===== config.mk =====
export PLATFORM = sky130hd
export DESIGN_NAME = vlg_echo_meas
export DESIGN_NICKNAME = d
export VERILOG_FILES = /design/src/rtl/vlg_echo_meas.sv
export SDC_FILE = /design/constraint.sdc
export NUM_CORES = 1
export LEC_CHECK = 0
export CAP_MARGIN = 20
export CORE_UTILIZATION = 33
export CTS_CLUSTER_SIZE = 8
export DETAILED_ROUTE_END_ITERATION = 8
export SLEW_MARGIN = 20
export SYNTH_ARGS = -nofsm -noshare
export SYNTH_HDL_FRONTEND = slang
export SYNTH_SLANG_ARGS = --single-unit

===== constraint.sdc =====
create_clock -name i_clk -period 3.5 [get_ports i_clk]
set_clock_uncertainty 0.1 [all_clocks]
set_input_delay 0.525 -clock i_clk [delete_from_list [all_inputs] [get_ports i_clk]]
set_output_delay 0.525 -clock i_clk [all_outputs]
set_load 0.05 [all_outputs]

===== src/rtl/vlg_echo_meas.sv =====
// Ultrasonic ranging front end: fires a periodic trigger pulse and measures the
// returned echo width in microseconds, reporting 16'hFFFF on a missing or stuck echo.
module vlg_echo_meas #(
    parameter int CLK_DIV    = 100,
    parameter int TRIG_US    = 10,
    parameter int TIMEOUT_US = 30000,
    parameter int PERIOD_US  = 60000
) (
    input  logic        i_clk,
    input  logic        i_rst_n,
    input  logic        i_en,
    input  logic        i_echo,
    output logic        o_trig,
    output logic [15:0] o_t_us,
    output logic        o_valid,
    output logic        o_timeout
);

    localparam int DIV_W = (CLK_DIV > 1) ? $clog2(CLK_DIV) : 1;
    localparam int PRD_W = (PERIOD_US > 1) ? $clog2(PERIOD_US) : 1;

    localparam logic [DIV_W-1:0] DIV_LAST  = DIV_W'(CLK_DIV - 1);
    localparam logic [PRD_W-1:0] PRD_LAST  = PRD_W'(PERIOD_US - 1);
    localparam logic [15:0]      TRIG_LAST = 16'(TRIG_US - 1);
    localparam logic [15:0]      TO_LAST   = 16'(TIMEOUT_US - 1);
    localparam logic [15:0]      TO_US     = 16'(TIMEOUT_US);

    typedef enum logic [2:0] {
        IDLE,
        TRIG,
        WAIT_RISE,
        MEAS,
        DONE_OK,
        DONE_TO
    } state_t;

    state_t state;
    state_t state_nxt;

    logic             echo_m;
    logic             echo_s;
    logic             echo_d;
    logic             rise;
    logic             fall;
    logic [DIV_W-1:0] div_cnt;
    logic             tick;
    logic [PRD_W-1:0] prd_cnt;
    logic             prd_start;
    logic [15:0]      step_cnt;
    logic [DIV_W-1:0] meas_cyc;
    logic             meas_wrap;
    logic [15:0]      us_cnt;
    logic [15:0]      us_nxt;

    // Two-flop synchronizer plus one delay flop for edge detection.
    always_ff @(posedge i_clk) begin
        if (!i_rst_n) begin
            echo_m <= 1'b0;
            echo_s <= 1'b0;
            echo_d <= 1'b0;
        end else begin
            echo_m <= i_echo;
            echo_s <= echo_m;
            echo_d <= echo_s;
        end
    end

    assign rise = echo_s & ~echo_d;
    assign fall = ~echo_s & echo_d;

    always_ff @(posedge i_clk) begin
        if (!i_rst_n) begin
            div_cnt <= '0;
        end else if (div_cnt == DIV_LAST) begin
            div_cnt <= '0;
        end else begin
            div_cnt <= div_cnt + 1'b1;
        end
    end

    assign tick = (div_cnt == DIV_LAST);

    always_ff @(posedge i_clk) begin
        if (!i_rst_n) begin
            prd_cnt <= '0;
        end else if (tick) begin
            prd_cnt <= (prd_cnt == PRD_LAST) ? '0 : prd_cnt + 1'b1;
        end
    end

    assign prd_start = tick && (prd_cnt == PRD_LAST);

    // Width counting includes the wrap of the cycle in which the fall is seen,
    // so the reported value is floor(high cycles / CLK_DIV).
    assign meas_wrap = (meas_cyc == DIV_LAST);
    assign us_nxt    = us_cnt + {15'd0, meas_wrap};

    always_ff @(posedge i_clk) begin
        if (!i_rst_n) begin
            state <= IDLE;
        end else begin
            state <= state_nxt;
        end
    end

    always_comb begin
        state_nxt = state;
        case (state)
            IDLE: begin
                if (prd_start && i_en) begin
                    state_nxt = TRIG;
                end
            end
            TRIG: begin
                if (tick && (step_cnt == TRIG_LAST)) begin
                    state_nxt = WAIT_RISE;
                end
            end
            WAIT_RISE: begin
                if (rise) begin
                    state_nxt = MEAS;
                end else if (tick && (step_cnt == TO_LAST)) begin
                    state_nxt = DONE_TO;
                end
            end
            MEAS: begin
                // A fall coinciding with reaching the limit is still a timeout.
                if (us_nxt >= TO_US) begin
                    state_nxt = DONE_TO;
                end else if (fall) begin
                    state_nxt = DONE_OK;
                end
            end
            DONE_OK: state_nxt = IDLE;
            DONE_TO: state_nxt = IDLE;
            default: state_nxt = IDLE;
        endcase
    end

    // Tick counter for the trigger width and the echo-rise timeout.
    always_ff @(posedge i_clk) begin
        if (!i_rst_n) begin
            step_cnt <= '0;
        end else if (state_nxt != state) begin
            step_cnt <= '0;
        end else if (tick && ((state == TRIG) || (state == WAIT_RISE))) begin
            step_cnt <= step_cnt + 1'b1;
        end
    end

    always_ff @(posedge i_clk) begin
        if (!i_rst_n) begin
            meas_cyc <= '0;
            us_cnt   <= '0;
        end else if ((state == WAIT_RISE) && rise) begin
            meas_cyc <= '0;
            us_cnt   <= '0;
        end else if (state == MEAS) begin
            meas_cyc <= meas_wrap ? '0 : meas_cyc + 1'b1;
            us_cnt   <= us_nxt;
        end
    end

    // Results are loaded on the edge that enters a DONE state so they line up with o_valid.
    always_ff @(posedge i_clk) begin
        if (!i_rst_n) begin
            o_t_us    <= '0;
            o_timeout <= 1'b0;
        end else if (state_nxt == DONE_OK) begin
            o_t_us    <= us_nxt;
            o_timeout <= 1'b0;
        end else if (state_nxt == DONE_TO) begin
            o_t_us    <= 16'hFFFF;
            o_timeout <= 1'b1;
        end
    end

    assign o_trig  = (state == TRIG);
    assign o_valid = (state == DONE_OK) || (state == DONE_TO);

endmodule


==> flow_summary.ini <==
[outcome]
run_status = finished, final reports clean

[timing]
setup_viol_count_final = 0
maximum_clock_frequency_mhz = 300
max-slew-margin-rel_pct = 54.5
slew_viol_final = 0
setup_tns_ps = 0
hold_violations = 0
max_slew.worst_pin.slew_ps = 681
min_period_over_period_pct = 95.2
final_period_minus_worst_setup_slack_ps = 3330
finalWorstSetupSlack_ps = 168
grt_setup_unrepaired = no
fin_hold_ws_ps = 337

[global_route]
grt_ovf = 0
grt_start_max_net_pins = 32
antenna_violations_before_repair = 0
grt_pass1_vias = 3164
grt_util_all_layers_pct = 14.2
grt_pass1_wl_um = 14800

[synth]
post-synth-top-area-cell = sky130_fd_sc_hd__dfxtp_1
ys_seq_elements = 85
synth.top_cells.by_area = sky130_fd_sc_hd__dfxtp_1 41%, sky130_fd_sc_hd__xor2_1 7.0%, sky130_fd_sc_hd__xnor2_1 5.9%
post_synth_instance_area_um2 = 4140
synth.top_cell.area_share_pct = 41.1
synth.lib_cells_used.distinct = 58
synth-async-reset-ratio_pct = 0
yosys_warnings = 0
seq_area_frac_synth_pct = 41.1
synth_edf_count = 0
ys.flop_type = sky130_fd_sc_hd__dfxtp_1
synthCells = 458
avgSynthCellArea_um2 = 9.03
synth.net_count = 469

[power_and_ir_drop]
internal_power_uw = 1560
combinationalPowerShare_pct = 1.6
netSwitchingFraction_pct = 21.3
power_leakage_uw = 0.00166
clock_network_fraction_of_design_power_pct = 49.2
irDropWorstVdd_mv = 0.235
power_density_nw_per_um2 = 408
power_switching_uw = 423
seq_power_share_pct = 49.2

[placed_design]
dp_hpwl_um = 5900
detailedPlace.worstSlack_ps = 93.7
buffer_ports.inserted = 22
gp_routability_congestion = 0.835

[critical_path]
critical_path.endpoint_type = register
worstPathRequired_ps = 3630
startpoint_type = register
setup.worst_path.class = register to register
crit_arrival_ps = 3470
crit_path_max_fanout = 8

[floorplanning]
floorplan.die.width_um = 114
io_pins = 23
floorplan.rows = 40
die_h_um = 114
initial_utilization_pct = 34.1
design.die.area_um2 = 13000
core-area_um2 = 12100

[detailed_routing]
drt-total-wl_um = 9110
detailedRoute.firstPassIterationCount = 4
wl_per_cell_um = 14.0
drtAntennaViolNets = 0
drt-initial-drc-count = 148
dr_vias = 3308
post_drt_via_cell_ratio = 5.09
number_of_remaining_drc_errors = 0

[flow_run]
cap_viol_max_count = 0

[min_path]
min_path_type = register to register

[clocking]
clock_sinks = 85
cts.reportedPaths.clkPinSlew_ps = 70
clock_latency_ps = 340
htreeDepth = 3
cts_inserted_buffers = 9
tritoncts = built
max-clock-path-buffers = 2
cts.root.buffer_cell = sky130_fd_sc_hd__clkbuf_16
cts_hold_repair_buffers = 0

[final_layout]
final_core_util_pct = 40.1
most_frequent_cells_in_the_layout = 85 x sky130_fd_sc_hd__dfxtp_1, 52 x sky130_fd_sc_hd__nor2_1, 44 x sky130_fd_sc_hd__nand2_1, 33 x sky130_fd_sc_hd__xor2_1, 28 x sky130_fd_sc_hd__xnor2_1
drive_above_1_share_pct = 9.75
fillCellCount = 1245
fin_nets = 488
num_antenna_cells = 0
syn_to_final_growth_pct = 17.4
final_common_cell = sky130_fd_sc_hd__dfxtp_1
per-stage QoR:
step	std cells	instance area [µm²]	total power, µW
after global routing	650	4860	2050
after CTS	648	4790	2000
final	650	4860	1980
after detailed placement	632	4480	1030
after global placement	632	4480	1030
after floorplan	458	4140	1020
power by group through the flow:
stage	Combinational, µW	Clock (µW)	Sequential [µW]
4_1_cts	31.7	994	975
3_5_place_dp	31.5	0	997
5_1_grt	35.6	1040	975
2_1_floorplan	20.9	0	996
3_3_place_gp	31.0	0	997
6_report	31.7	975	975
final timing paths:
path,startpoint,end,slack (ps),cells after the start
setup reg to reg,meas_cyc[2],step_cnt[1],170,11
hold reg to reg,echo_m,echo_s,340,1
setup / recovery,meas_cyc[2],step_cnt[1],170,11
hold / removal,echo_m,echo_s,340,1
state kept, by name (all words and copies together), names as in the netlist:
name and count:
o_t_us 16, prd_cnt 16, step_cnt 16, us_cnt 16, div_cnt 7, meas_cyc 7, state 3, echo_d 1
echo_m 1, echo_s 1, o_timeout 1
metal layers:
metal	global-route usage, %	wire length, µm
met5	0	0
met4	4.33	158
met3	3.72	263
met2	23.4	4270
met1	18.0	4420
what timing repair did:
| action | in CTS | in global routing |
|---|---|---|
| endpoints found under the setup margin | 0 | 20 |
| gates resized for setup | 0 | 6 |
| buffers inserted | 0 | 0 |
cell type report:
class                      instances  area (µm²)  share of cell area [%]
inverter                           8        30.0                   0.618
tap                              168         210                    4.33
clock buffer                      10         239                    4.92
timing repair buffer              28         265                    5.46
multi-input combinational        345        2340                    48.2
sequential                        85        1700                    35.0
clock inverter                     6        71.3                    1.47
cells in the mapped netlist, types with 8 or more instances:
cell,instances
sky130_fd_sc_hd__dfxtp_1,85
sky130_fd_sc_hd__nor2_1,52
sky130_fd_sc_hd__nand2_1,44
sky130_fd_sc_hd__xor2_1,33
sky130_fd_sc_hd__xnor2_1,28
sky130_fd_sc_hd__nor3_1,20
sky130_fd_sc_hd__nand3_1,16
sky130_fd_sc_hd__o221a_1,15
sky130_fd_sc_hd__a21oi_1,13
sky130_fd_sc_hd__nand4_1,13
sky130_fd_sc_hd__and3_1,10
sky130_fd_sc_hd__o21ai_0,10
sky130_fd_sc_hd__and2_1,9
sky130_fd_sc_hd__inv_1,8
critical path, cell delays in order, from the launching register on:
cell and delay (ps):
sky130_fd_sc_hd__dfxtp_1 340, sky130_fd_sc_hd__nor4b_1 290, sky130_fd_sc_hd__and3_1 220, sky130_fd_sc_hd__ha_2 240
sky130_fd_sc_hd__ha_1 180, sky130_fd_sc_hd__and3_1 240, sky130_fd_sc_hd__nand3_2 140, sky130_fd_sc_hd__o311a_1 390
sky130_fd_sc_hd__o211ai_4 230, sky130_fd_sc_hd__o21ai_4 120, sky130_fd_sc_hd__o311a_4 470, sky130_fd_sc_hd__a2111oi_2 280
cells by family after synthesis:
group / count (synthesis) / share of synthesized area [%]
AOI/OAI and AO/OA: 59 / 11.7
xor gates and xnor gates: 61 / 12.9
adders and majority gates: 7 / 2.12
buffers and inverters: 30 / 3.87
DFF: 85 / 41.1
and+or+nand+nor: 216 / 28.2
Power figures use the tool's default switching activity.
